File: config.mk
export PLATFORM = sky130hd
export DESIGN_NAME = pid_incr_calc
export DESIGN_NICKNAME = d
export VERILOG_FILES = /design/src/rtl/pid_pkg.sv /design/src/rtl/pid_sat.sv /design/src/rtl/pid_incr_calc.sv
export SDC_FILE = /design/constraint.sdc
export NUM_CORES = 1
export LEC_CHECK = 0
export ABC_AREA = 1
export BUFFER_PORTS_ARGS = -buffer_cell sky130_fd_sc_hd__buf_2
export CELL_PAD_IN_SITES_DETAIL_PLACEMENT = 0
export CELL_PAD_IN_SITES_GLOBAL_PLACEMENT = 1
export CORE_UTILIZATION = 41
export DETAILED_ROUTE_END_ITERATION = 16
export GPL_TIMING_DRIVEN = 0
export HOLD_SLACK_MARGIN = 0.12
export PLACE_DENSITY_LB_ADDON = 0.15
export SYNTH_ARGS = -nofsm -noshare
export SYNTH_HDL_FRONTEND = slang
export SYNTH_SLANG_ARGS = --single-unit
export TNS_END_PERCENT = 30
File: constraint.sdc
create_clock -name clk -period 6.4 [get_ports clk]
set_input_delay 0.32 -clock clk [delete_from_list [all_inputs] [get_ports clk]]
set_output_delay 0.32 -clock clk [all_outputs]
set_load 0.05 [all_outputs]
File: src/rtl/pid_pkg.sv
// pid_pkg -- shared widths and FSM state encoding for the incremental PID
// increment calculator (pid_incr_calc) and its output clamp (pid_sat).
package pid_pkg;

  localparam int ERR_W   = 10;            // signed error samples e(k), e(k-1), e(k-2)
  localparam int GAIN_W  = 8;             // unsigned gains kp, ki, kd
  localparam int ACC_W   = 24;            // signed product accumulator
  localparam int U_W     = 10;            // unsigned duty command

  localparam int DIFFP_W = ERR_W + 1;     // e0 - e1
  localparam int DIFFD_W = ERR_W + 2;     // e0 - 2*e1 + e2
  localparam int OPB_W   = GAIN_W + 1;    // gain zero-extended into a signed operand
  localparam int PROD_W  = DIFFD_W + OPB_W;
  localparam int SUM_W   = 26;            // u(k-1) + shifted increment

  typedef enum logic [2:0] {
    ST_IDLE,
    ST_MUL_P,
    ST_MUL_I,
    ST_MUL_D,
    ST_UPDATE
  } pid_state_e;

endpackage

File: src/rtl/pid_sat.sv
// pid_sat -- purely combinational clamp of the signed update sum into the
// unsigned duty range [0, OUT_MAX].
//   sum : signed SUM_W-bit u(k-1) + increment
//   sat : clamped U_W-bit duty value
module pid_sat
  import pid_pkg::*;
#(
  parameter int OUT_MAX = 1023
) (
  input  logic signed [SUM_W-1:0] sum,
  output logic        [U_W-1:0]   sat
);

  localparam logic signed [SUM_W-1:0] MAX_S = SUM_W'(OUT_MAX);

  always_comb begin
    if (sum < 0)
      sat = '0;
    else if (sum > MAX_S)
      sat = U_W'(OUT_MAX);
    else
      sat = sum[U_W-1:0];
  end

endmodule

File: src/rtl/pid_incr_calc.sv
// pid_incr_calc -- incremental (velocity-form) PID controller:
//   u(k) = clamp(u(k-1) + (Kp*(e0-e1) + Ki*e0 + Kd*(e0-2*e1+e2)) >>> FRAC_BITS)
// One shared signed multiplier produces one product per cycle, sequenced by
// IDLE -> MUL_P -> MUL_I -> [MUL_D] -> UPDATE -> IDLE.
// Build option: define PID_DERIV_EN to include the derivative term (MUL_D
// state, kd used, latency 5); undefined, kd is ignored and latency is 4.
// Ports:
//   clk, rst         clock; synchronous active-high reset
//   sample_valid     strobe: ek0..ek2 and kp..kd valid this cycle
//   ek0, ek1, ek2    signed e(k), e(k-1), e(k-2)
//   kp, ki, kd       unsigned gains, Q(8-FRAC_BITS).FRAC_BITS
//   clr              synchronous clear of controller state (overrun kept)
//   u                clamped duty command, holds between updates
//   u_valid          one-cycle pulse when u is updated
//   busy             computation in flight
//   overrun          sticky: a strobe arrived while busy and was dropped
module pid_incr_calc
  import pid_pkg::*;
#(
  parameter int FRAC_BITS = 4,
  parameter int OUT_MAX   = 1023
) (
  input  logic                     clk,
  input  logic                     rst,
  input  logic                     sample_valid,
  input  logic signed [ERR_W-1:0]  ek0,
  input  logic signed [ERR_W-1:0]  ek1,
  input  logic signed [ERR_W-1:0]  ek2,
  input  logic        [GAIN_W-1:0] kp,
  input  logic        [GAIN_W-1:0] ki,
  input  logic        [GAIN_W-1:0] kd,
  input  logic                     clr,
  output logic        [U_W-1:0]    u,
  output logic                     u_valid,
  output logic                     busy,
  output logic                     overrun
);

  pid_state_e               state_q, state_d;
  logic signed [ERR_W-1:0]  e0_q, e1_q, e2_q;
  logic        [GAIN_W-1:0] kp_q, ki_q, kd_q;
  logic signed [ACC_W-1:0]  acc_q;

  logic signed [DIFFP_W-1:0] diff_p;
  logic signed [DIFFD_W-1:0] diff_d;
  logic signed [DIFFD_W-1:0] op_a;
  logic signed [OPB_W-1:0]   op_b;
  logic signed [PROD_W-1:0]  prod;
  logic signed [ACC_W-1:0]   acc_shr;
  logic signed [SUM_W-1:0]   sum_d;
  logic        [U_W-1:0]     u_sat;

  assign diff_p = DIFFP_W'(e0_q) - DIFFP_W'(e1_q);
  assign diff_d = DIFFD_W'(e0_q) - (DIFFD_W'(e1_q) <<< 1) + DIFFD_W'(e2_q);

`ifndef PID_DERIV_EN
  // Derivative path is compiled out; keep its inputs visibly consumed.
  logic unused_deriv;
  assign unused_deriv = ^{kd_q, diff_d};
`endif

  // Operand mux for the single shared multiplier.
  // NOTE: every combinational output gets a default first so no path leaves it unassigned (which would infer a latch).
  always_comb begin
    op_a = '0;
    op_b = '0;
    case (state_q)
      ST_MUL_P: begin
        op_a = DIFFD_W'(diff_p);
        op_b = $signed({1'b0, kp_q});
      end
      ST_MUL_I: begin
        op_a = DIFFD_W'(e0_q);
        op_b = $signed({1'b0, ki_q});
      end
      ST_MUL_D: begin
        op_a = diff_d;
        op_b = $signed({1'b0, kd_q});
      end
      default: ;
    endcase
  end

  assign prod = PROD_W'(op_a) * PROD_W'(op_b);

  // >>> on a signed value floors toward negative infinity.
  assign acc_shr = acc_q >>> FRAC_BITS;
  assign sum_d   = $signed({{(SUM_W-U_W){1'b0}}, u})
                 + $signed({{(SUM_W-ACC_W){acc_shr[ACC_W-1]}}, acc_shr});

  pid_sat #(.OUT_MAX(OUT_MAX)) u_pid_sat (
    .sum (sum_d),
    .sat (u_sat)
  );

  always_comb begin
    state_d = state_q;
    case (state_q)
      ST_IDLE:   if (sample_valid) state_d = ST_MUL_P;
      ST_MUL_P:  state_d = ST_MUL_I;
`ifdef PID_DERIV_EN
      ST_MUL_I:  state_d = ST_MUL_D;
      ST_MUL_D:  state_d = ST_UPDATE;
`else
      ST_MUL_I:  state_d = ST_UPDATE;
`endif
      ST_UPDATE: state_d = ST_IDLE;
      default:   state_d = ST_IDLE;
    endcase
    if (clr) state_d = ST_IDLE;
  end

  // NOTE: state registers use non-blocking assignments so every flop samples pre-edge values regardless of statement order.
  always_ff @(posedge clk) begin
    if (rst) begin
      state_q <= ST_IDLE;
      e0_q    <= '0;
      e1_q    <= '0;
      e2_q    <= '0;
      kp_q    <= '0;
      ki_q    <= '0;
      kd_q    <= '0;
      acc_q   <= '0;
      u       <= '0;
      u_valid <= 1'b0;
      busy    <= 1'b0;
      overrun <= 1'b0;
    end else begin
      state_q <= state_d;
      u_valid <= 1'b0;
      // A strobe during a computation is dropped; clr takes precedence.
      if (sample_valid && busy && !clr) overrun <= 1'b1;
      if (clr) begin
        acc_q <= '0;
        u     <= '0;
        busy  <= 1'b0;
      end else begin
        case (state_q)
          ST_IDLE: begin
            if (sample_valid) begin
              e0_q  <= ek0;
              e1_q  <= ek1;
              e2_q  <= ek2;
              kp_q  <= kp;
              ki_q  <= ki;
              kd_q  <= kd;
              acc_q <= '0;
              busy  <= 1'b1;
            end
          end
          ST_MUL_P, ST_MUL_I, ST_MUL_D: acc_q <= acc_q + ACC_W'(prod);
          ST_UPDATE: begin
            u       <= u_sat;
            u_valid <= 1'b1;
            busy    <= 1'b0;
          end
          default: ;
        endcase
      end
    end
  end

endmodule

==> impl_metrics.py <==
metrics = {
    "status": {
        "outcome": "finished with violations",
        "violations": "setup timing",
    },
    "detailed_routing": {
        "wl_um": 31000,
        "drc": 0,
        "detail-route-antenna-nets": 0,
        "via_per_inst": 4.97,
        "drtPass1Iterations": 5,
        "vias": 10200,
        "wl_per_cell_um": 15.1,
        "dr.first_iter.drc_count": 412,
    },
    "sta": {
        "finalSetupTns_ns": -0.408,
        "slew_viol_final": 0,
        "fin_hold_ws_ns": 0.188,
        "fin_crit_sh_pct": 101,
        "fmax_mhz": 154,
        "final_hold_viol_count": 0,
        "finalCriticalPeriod_ns": 6.49,
        "worstMarginPinSlew_ns": 0.878,
        "finalSetupViolations": 8,
        "setup_ws_ns": -0.0866,
        "slew_headroom_pct": 41.5,
        "rsz0062_at_grt": "yes",
        "fin_skew_ns": 0.0140,
    },
    "logic_synthesis": {
        "ys_ff_latch": 94,
        "synthCells": 1572,
        "syn_area_um2": 10800,
        "ys_seq_area_share_pct": 17.4,
        "async_flop_share_pct": 0,
        "synth_top_cell_by_area": "fa_1",
        "synth_warnings": 0,
        "synth_fp_nets": 1827,
        "synth_enable_flop_cells": 0,
        "yosysUniqueCellTypes": 45,
        "syn-mean-instance-area_um2": 6.87,
        "synth_flop_cell": "dfxtp_1",
        "ys_top_cells_by_area": "fa_1 (19%), dfxtp_1 (17%), nand2_1 (14%)",
        "synth_top_area_share_pct": 18.7,
    },
    "setup_path": {
        "cpPeakStageDelay_ns": 0.54,
        "cp.required_ns": 6.64,
        "crit_arrival_ns": 6.73,
        "crit_slowest_cell": "fa_1",
        "end_kind": "flop",
        "reg2reg_slack_ns": -0.09,
        "cp_top_family": "adder cells",
        "path_class": "flop to flop",
        "crit_fanout": 5,
        "path_buf_inv": 6,
        "cpMostUsedCell": "fa_1",
        "setup.worst_path.start_class": "flop",
    },
    "global_route": {
        "grt_pass1_vias": 10300,
        "track_usage_pct": 24.2,
        "antenna_found_initial": 0,
        "gr-total-overflow": 0,
        "grt_max_degree": 19,
        "grt_pass1_wl_um": 50800,
    },
    "layout": {
        "num_antenna_cells": 0,
        "syn2layout_area_growth_pct": 24.8,
        "mostFrequentLayoutCells": "nand2_1 (366), inv_1 (297), nor2_1 (107), fa_1 (91), a21oi_1 (88)",
        "drive_gt1_share_pct": 23.7,
        "nets": 1964,
        "fin_util_pct": 51.9,
        "final_common_cell": "nand2_1",
    },
    "floorplan": {
        "die_height_um": 164,
        "start_util_pct": 41.6,
        "fp.dieW_um": 164,
        "top_level_ports": 71,
        "core_um2": 26000,
        "num_rows": 59,
        "design.die.area_um2": 27000,
    },
    "power": {
        "switching_share_pct": 35.4,
        "powerDensity_nw_per_um2": 130,
        "clockPowerShare_pct": 35.0,
        "leakagePower_nw": 6.85,
        "p_sw_mw": 0.621,
        "ir_drop_mv": 0.101,
        "p_int_mw": 1.14,
        "pwr-share-seq_pct": 35.4,
        "power_frac_comb_pct": 29.6,
    },
    "cts": {
        "cts.sinks": 94,
        "cts_tree": "built",
        "clockRootBuffer": "clkbuf_16",
        "clockBufferDepth": 2,
        "clock_latency_ns": 0.37,
        "cts_buffers": 9,
        "htree_levels": 3,
        "cts.clk_slew.worst_paths_ns": 0.08,
        "hold_buffers": 0,
    },
    "place": {
        "hpwl_um": 25000,
        "dp_slack_ns": -0.936,
        "io_buffers": 70,
        "gp_congestion": 0.931,
    },
    "run": {
        "maxCapViolCount": 0,
    },
    "worst_hold_path": {
        "hold_class": "primary input to flop",
    },
}
## Yosys cell counts (all sizes together), types with 5 or more instances
cell type  count
o21ai         44
or2            6
xor2           8
o21bai         8
nand4          7
ha            96
a21o           5
dfxtp         94
clkinv         5
o221ai         6
buf            8
xnor2         14
nand2        407
fa           101
nand3         73
a221oi         5
nor2         135
a21oi        118
a211oi        34
nor3          10
clkbuf        25
inv          344
## repair_timing
action	in CTS	in global routing
buffers inserted	39	17
endpoints found under the setup margin	17	16
pin swaps	119	67
resized for setup	208	75
## power by group through the flow
| stage | logic [mW] | clock network, mW | registers (mW) |
|---|---|---|---|
| floorplan | 0.259 | 0 | 0.632 |
| global placement | 0.363 | 0 | 0.633 |
| detailed placement | 0.364 | 0 | 0.634 |
| CTS | 0.488 | 0.623 | 0.622 |
| global route | 0.576 | 0.641 | 0.624 |
| finish | 0.521 | 0.614 | 0.622 |
## worst paths after layout
check	from	end	cells past startpoint
worst min register to register	kp_q[7]	kp_q[7]	2
worst min-delay path	kp[1]	kp_q[1]	3
worst max register to register	e2_q[5]	acc_q[19]	33
worst max-delay path	e2_q[5]	acc_q[19]	33
## area by class of cell
class / count / area, um^2
buffer: 33 / 136
clock buffer: 9 / 225
clock inverter: 7 / 87.6
fill: 2564 / 12500
inverter: 349 / 1330
multi-input combinational: 1096 / 8580
sequential: 94 / 1900
tap: 335 / 419
timing repair buffer: 126 / 813
## cell families (layout without fill, tap and decap cells)
group	count (synthesis)	count (layout)	share of synthesized area [%]
compound gates	233	233	12.9
simple gates	644	644	24.7
flops	94	94	17.4
buf+inv	382	524	13.4
fa+ha+maj	197	197	29.8
xor+xnor	22	22	1.78
## layer usage
metal / share of wire [%] / up-vias / global-route usage [%] / routed length (um)
li1: - / 5162 / - / -
met1: 44 / 4750 / 29.7 / 13800
met2: 50 / 206 / 43.3 / 15400
met3: 2.6 / 60 / 2.12 / 793
met4: 3.4 / 0 / 9.97 / 1060
met5: 0 / - / 0 / 0
## sequential cells by signal, summed over array words and instances, names as in the netlist
register / cells
state_q: 3
kp_q: 8
ki_q: 8
e1_q: 10
u_valid: 1
acc_q: 24
kd_q: 8
e0_q: 10
e2_q: 10
u: 10
busy: 1
overrun: 1
## worst register-to-register path, delay by kind of cell, from the launching register on
kind / cells / cell delay [ns]
fa+ha+maj: 8 / 3.52
buf+inv: 6 / 0.37
simple gates: 8 / 0.83
flops: 1 / 0.33
compound gates: 11 / 1.31
## through the flow
stage	cells	power, mW	instance area (um^2)
floorplan	1572	0.891	10900
global placement	1977	0.996	11600
detailed placement	1977	0.997	11600
CTS	2032	1.73	13100
global route	2049	1.84	13500
finish	2049	1.76	13500
Note: power is estimated with default switching activity, not from simulation.
